<file path="src/rtl/dmem_arbiter.sv">
// Two-port round-robin arbiter sharing a single-port synchronous-read data RAM (CPU vs DBG).
// Define DMEM_ARB_CPU_PRIORITY_EN for fixed CPU priority instead of round-robin.
module dmem_arbiter #(
  parameter int ADDR_W = 8,
  parameter int DATA_W = 16,
  parameter int RD_LAT = 1
) (
  input  logic              clock,
  input  logic              reset,
  input  logic              cpu_req,
  input  logic              cpu_wr,
  input  logic [ADDR_W-1:0] cpu_addr,
  input  logic [DATA_W-1:0] cpu_wdata,
  output logic              cpu_gnt,
  output logic              cpu_rvalid,
  output logic [DATA_W-1:0] cpu_rdata,
  input  logic              dbg_req,
  input  logic              dbg_wr,
  input  logic [ADDR_W-1:0] dbg_addr,
  input  logic [DATA_W-1:0] dbg_wdata,
  output logic              dbg_gnt,
  output logic              dbg_rvalid,
  output logic [DATA_W-1:0] dbg_rdata,
  output logic [ADDR_W-1:0] mem_addr,
  output logic              mem_wr,
  output logic [DATA_W-1:0] mem_wdata,
  input  logic [DATA_W-1:0] mem_rdata,
  output logic              busy
);

  typedef enum logic [1:0] {IDLE, ACCESS, WAIT, RESP} state_t;

  state_t              state_q, state_d;
  logic                owner_q, owner_d;      // 1 = DBG owns the current transaction
  logic                cmd_wr_q, cmd_wr_d;
  logic [2:0]          cnt_q, cnt_d;
  logic [ADDR_W-1:0]   mem_addr_q, mem_addr_d;
  logic [DATA_W-1:0]   mem_wdata_q, mem_wdata_d;
  logic                mem_wr_q, mem_wr_d;
  logic                cpu_gnt_q, cpu_gnt_d, dbg_gnt_q, dbg_gnt_d;
  logic                cpu_rvalid_q, cpu_rvalid_d, dbg_rvalid_q, dbg_rvalid_d;
  logic [DATA_W-1:0]   cpu_rdata_q, cpu_rdata_d, dbg_rdata_q, dbg_rdata_d;
  logic                busy_q, busy_d;
  logic                win_dbg;

`ifdef DMEM_ARB_CPU_PRIORITY_EN
  assign win_dbg = dbg_req & ~cpu_req;
`else
  logic last_owner_q, last_owner_d;
  // On a tie DBG wins only if the CPU had the previous grant.
  assign win_dbg = dbg_req & (~cpu_req | ~last_owner_q);
`endif

  always_ff @(posedge clock or negedge reset) begin
    if (!reset) begin
      state_q      <= IDLE;
      owner_q      <= 1'b0;
      cmd_wr_q     <= 1'b0;
      cnt_q        <= 3'd0;
      mem_addr_q   <= '0;
      mem_wdata_q  <= '0;
      mem_wr_q     <= 1'b0;
      cpu_gnt_q    <= 1'b0;
      dbg_gnt_q    <= 1'b0;
      cpu_rvalid_q <= 1'b0;
      dbg_rvalid_q <= 1'b0;
      cpu_rdata_q  <= '0;
      dbg_rdata_q  <= '0;
      busy_q       <= 1'b0;
`ifndef DMEM_ARB_CPU_PRIORITY_EN
      last_owner_q <= 1'b1;
`endif
    end else begin
      state_q      <= state_d;
      owner_q      <= owner_d;
      cmd_wr_q     <= cmd_wr_d;
      cnt_q        <= cnt_d;
      mem_addr_q   <= mem_addr_d;
      mem_wdata_q  <= mem_wdata_d;
      mem_wr_q     <= mem_wr_d;
      cpu_gnt_q    <= cpu_gnt_d;
      dbg_gnt_q    <= dbg_gnt_d;
      cpu_rvalid_q <= cpu_rvalid_d;
      dbg_rvalid_q <= dbg_rvalid_d;
      cpu_rdata_q  <= cpu_rdata_d;
      dbg_rdata_q  <= dbg_rdata_d;
      busy_q       <= busy_d;
`ifndef DMEM_ARB_CPU_PRIORITY_EN
      last_owner_q <= last_owner_d;
`endif
    end
  end

  always_comb begin
    state_d     = state_q;
    owner_d     = owner_q;
    cmd_wr_d    = cmd_wr_q;
    cnt_d       = cnt_q;
    mem_addr_d  = mem_addr_q;
    mem_wdata_d = mem_wdata_q;
    cpu_rdata_d = cpu_rdata_q;
    dbg_rdata_d = dbg_rdata_q;
`ifndef DMEM_ARB_CPU_PRIORITY_EN
    last_owner_d = last_owner_q;
`endif
    case (state_q)
      IDLE: begin
        if (cpu_req | dbg_req) begin
          state_d     = ACCESS;
          owner_d     = win_dbg;
          cmd_wr_d    = win_dbg ? dbg_wr    : cpu_wr;
          mem_addr_d  = win_dbg ? dbg_addr  : cpu_addr;
          mem_wdata_d = win_dbg ? dbg_wdata : cpu_wdata;
`ifndef DMEM_ARB_CPU_PRIORITY_EN
          last_owner_d = win_dbg;
`endif
        end
      end
      ACCESS: begin
        if (cmd_wr_q) begin
          state_d = IDLE;
        end else begin
          state_d = WAIT;
          cnt_d   = 3'(RD_LAT);
        end
      end
      WAIT: begin
        cnt_d = cnt_q - 3'd1;
        if (cnt_q == 3'd1) begin
          state_d = RESP;
          if (owner_q) dbg_rdata_d = mem_rdata;
          else         cpu_rdata_d = mem_rdata;
        end
      end
      RESP:    state_d = IDLE;
      default: state_d = IDLE;
    endcase

    // Outputs are registered, so decode them from the state being entered.
    mem_wr_d     = (state_d == ACCESS) & cmd_wr_d;
    cpu_gnt_d    = (state_d == ACCESS) & ~owner_d;
    dbg_gnt_d    = (state_d == ACCESS) &  owner_d;
    cpu_rvalid_d = (state_d == RESP)   & ~owner_d;
    dbg_rvalid_d = (state_d == RESP)   &  owner_d;
    busy_d       = (state_d != IDLE);
  end

  assign cpu_gnt    = cpu_gnt_q;
  assign cpu_rvalid = cpu_rvalid_q;
  assign cpu_rdata  = cpu_rdata_q;
  assign dbg_gnt    = dbg_gnt_q;
  assign dbg_rvalid = dbg_rvalid_q;
  assign dbg_rdata  = dbg_rdata_q;
  assign mem_addr   = mem_addr_q;
  assign mem_wr     = mem_wr_q;
  assign mem_wdata  = mem_wdata_q;
  assign busy       = busy_q;

endmodule

</file>
<file path="config.mk">
export PLATFORM = sky130hd
export DESIGN_NAME = dmem_arbiter
export DESIGN_NICKNAME = d
export VERILOG_FILES = /design/src/rtl/dmem_arbiter.sv
export SDC_FILE = /design/constraint.sdc
export NUM_CORES = 1
export LEC_CHECK = 0
export ABC_AREA = 1
export CAP_MARGIN = 20
export CORE_AREA = 2 2 96 98
export DETAILED_ROUTE_END_ITERATION = 10
export DIE_AREA = 0 0 98 100
export GPL_TIMING_DRIVEN = 0
export PLACE_DENSITY = 0.75
export SETUP_SLACK_MARGIN = 0.02
export SKIP_LAST_GASP = 1
export SLEW_MARGIN = 20
export SYNTH_ARGS = -nofsm -noshare
export SYNTH_HDL_FRONTEND = slang
export SYNTH_SLANG_ARGS = --single-unit
export TNS_END_PERCENT = 20
</file>
<file path="constraint.sdc">
create_clock -name clock -period 1.38 [get_ports clock]
set_input_delay 0.276 -clock clock [delete_from_list [all_inputs] [get_ports clock]]
set_output_delay 0.276 -clock clock [all_outputs]
set_load 0.02 [all_outputs]
</file>
==> results.md <==
* Tcrit/Tclk final at 114%
* Clock tree buffer depth at 2
* Yosys cell types at 23
* Die footprint at 9800 um^2
* Routed Antenna Nets at 0
* Row count at 35
* Die span in y at 100 um
* Max VDD drop at between 0.8 and 0.9 mV
* Final nets at ~630
* Critical path depth in cells at 1
* Diode count at 0
* PwrDens at roughly 2200 nW/um^2
* Post-CTS Setup Repair Bufs at 0
* Crit. End Element: primary output
* Final Power at approximately 11 mW
* Worst EP arrival at between 1 and 1.5 ns
* Placed cell areas at slightly below 5000 um^2
* GRT overflow at 0
* Syn avg cell area at 8.13 um^2
* Max FO, Critical Path at 2
* DRC viols at 0
* Root Buffer: clkbuf_8
* Reg2Reg Depth at 7
* Layout Area Growth over Synthesis at 52.6%
* Largest net degree at the start of global routing at 47
* Chip width at 98 um
* Final Worst Setup Slack at -0.197 ns
* Multi-input gate area at about 1200 um^2
* Clk_skew at roughly 0.0068 ns
* CP Class: reg2out
* Worst-Skew Late Latency at around 0.33 ns
* Status: complete, but fails checks
* Max incr delay on CP at 0.62 ns
* DP Wirelength at 6490 um
* PortBufs at between 100 and 150
* Dominant cell type by area after synthesis: dfrtp_1
* 1st-iter DRT viols at 79
* Total global-route track usage at roughly 18%
* RSZ-0062 raised after global routing: true
* Synth warnings at 0
* Share of the synthesized area in the top cell type at about 52%
* Slew @ Worst Pin at between 0.4 and 0.5 ns
* Pins over their slew limit at 0
* CP Launch Type: flop
* Buf/Inv on CP at 1
* Syn Inst Count at between 400 and 500
* Net Count, Synth at between 400 and 500
* Fmax at between 600 and 700 MHz
* Crit-path slowest cell: clkdlybuf4s50_1
* CTS Sinks at 70
* First-pass GRT wire length at roughly 14000 um
* Synth Cell Area at between 3000 and 4000 um^2
* MaxCap Viol Count at 0
* WL final at slightly below 9000 um
* Clock buffer count from CTS at 9
* Hold Crit Class: in2async
* CTS clk-pin slew, worst paths at approximately 0.08 ns
* Vias/cell at about 4.7
* Initial antenna violation count at 0
* Seq/Total Area, Yosys at 52.6%
* DRT Pass-1 Iters at 4
* Vias in the first global route at 3044
* Cells along the critical path: clkdlybuf4s50_1
* CTS tree: done
* Setup violators final at between 40 and 50
* Final Hold Vio Count at 0
* Core ar. at just under 9000 um^2
* Share of cells above drive strength 1 at under 10%
* Cell area after layout at 5080 um^2
* Starting density of the core at 37.5%
* Rel. slew slack at around 71%
* Fill cells at ~790
* Worst Path Required at 1.10 ns
* I/O Pins at about 130
* Post-synthesis register bit count at 70
* Failing checks: setup timing
* Drt wl/cell at 13.0 um
* Register area at 1750 um^2
* Area contributors post-synth: dfrtp_1 52%, nand2_1 17%, nand3_1 8.3%
* H-tree levels at 3
* Crit-path leading delay family: buffers and inverters
* P_leak at about 2.8 nW
* Placer's final routability congestion estimate at around 0.78
* Tmin final at roughly 1.6 ns
* Via count at 3152
==> cell type report <==
type	instances	area share (%)
Multi-Input combinational cell	256	23.5
Inverter	63	4.65
Buffer	21	2.95
Sequential cell	70	34.5
Clock buffer	13	3.32
Tap cell	111	2.73
Timing Repair Buffer	133	27.1
Clock inverter	3	1.28
==> worst paths after layout <==
check	from	to	slack, ns
max	mem_wdata[2]	mem_wdata[2]	-0.20
min	reset	cpu_rdata[8]	0.39
max reg2reg	cnt_q[1]	dbg_rdata[0]	-0.07
min reg2reg	cpu_rdata[13]	cpu_rdata[13]	0.47
max in group asynchronous	reset	last_owner_q	0.41
min in group clock	cpu_rdata[13]	cpu_rdata[13]	0.47
==> per-stage QoR <==
step           setup WS [ns]  utilization, %  TNS [ns]  instances  hold WS, ns
3_5_place_dp          -0.289            54.1     -6.46        653        0.206
6_report              -0.197            57.2     -5.05        670        0.385
5_1_grt               -0.239            57.2    -10.66        670        0.402
3_3_place_gp           -2.35            53.8   -168.12        652        0.453
2_1_floorplan         0.0809               -         0        410      -0.0196
4_1_cts               -0.228            56.6    -10.22        670        0.377
==> worst reg2reg max path, delay by kind of cell (launching register included) <==
| kind | cells | cell delay, ns |
|---|---|---|
| buffers and inverters | 3 | 0.43 |
| flip-flops | 1 | 0.36 |
| AND/OR/NAND/NOR | 2 | 0.21 |
| adder cells (fa/ha/maj) | 1 | 0.17 |
| AO/OA/AOI/OAI | 1 | 0.16 |
==> cells by family (layout without fill, tap and decap cells) <==
kind of cell / after synthesis / after routing / synth area share (%)
flops: 70 / 70 / 52.6
compound gates: 18 / 18 / 2.78
fa+ha+maj: 2 / 2 / 0.751
buf+inv: 84 / 233 / 11.6
simple gates: 236 / 236 / 32.3
==> layout by cell type (no fill, tap or decap) <==
cell             instances
o21ai_0                 12
clkbuf_1                 4
clkbuf_8                12
nor2_1                   3
nand3_4                  2
clkdlybuf4s50_1         93
dlygate4sd2_1           16
inv_1                   60
buf_8                    1
dfrtp_1                 69
nor2_2                   1
nand3_1                 55
dlymetal6s2s_1          21
or2_2                    1
inv_2                    3
nor2_4                   1
nor2_8                   2
nand4_1                 16
buf_2                    9
bufinv_16                2
nand2_1                152
buf_6                    5
dlygate4sd3_1            1
clkinv_2                 1
dfstp_2                  1
buf_16                   1
o21bai_1                 1
ha_1                     2
nand2_2                  3
o21ai_1                  5
buf_4                    4
==> Yosys cell counts <==
| master | instances |
|---|---|
| ha_1 | 2 |
| clkbuf_1 | 3 |
| nor2_8 | 2 |
| nand2_1 | 152 |
| dfrtp_1 | 69 |
| nand4_1 | 16 |
| buf_4 | 3 |
| o21bai_1 | 1 |
| o21ai_1 | 5 |
| buf_6 | 5 |
| nor2_2 | 1 |
| buf_8 | 1 |
| dfstp_2 | 1 |
| nand3_1 | 55 |
| inv_1 | 60 |
| buf_2 | 9 |
| nand2_2 | 3 |
| o21ai_0 | 12 |
| nor2_1 | 3 |
| inv_2 | 3 |
| or2_2 | 1 |
| nand3_4 | 2 |
| nor2_4 | 1 |
==> repair_timing <==
action | in CTS | in global routing
setup endpoints to repair | 83 | 109
hold endpoints to repair | 24 | 0
hold buffers | 1 | 0
gates resized for setup | 16 | 21
==> sequential cells by signal, summed over array words and instances (netlist names), 2 cells and up <==
name and count:
mem_wdata 16, mem_addr 8, cpu_rdata 16, dbg_rdata 16, state_q 2, cnt_q 3
==> power breakdown <==
group	internal [mW]	total, mW	switching [mW]	leakage (nW)
Sequential	3.08	3.63	0.555	0.844
Clock	1.17	1.92	0.751	0.120
Combinational	2.34	5.63	3.29	1.86
Total	6.58	11.2	4.60	2.82
==> layer usage <==
| metal | track usage, % | up-vias | wire length [um] |
|---|---|---|---|
| met2 | 29.5 | 128 | 4060 |
| met3 | 4.81 | 10 | 687 |
| met5 | 0 | - | 0 |
| li1 | - | 1556 | - |
| met1 | 23.2 | 1458 | 3810 |
| met4 | 7.91 | 0 | 117 |
No activity file was read; power rests on OpenSTA's default activity.
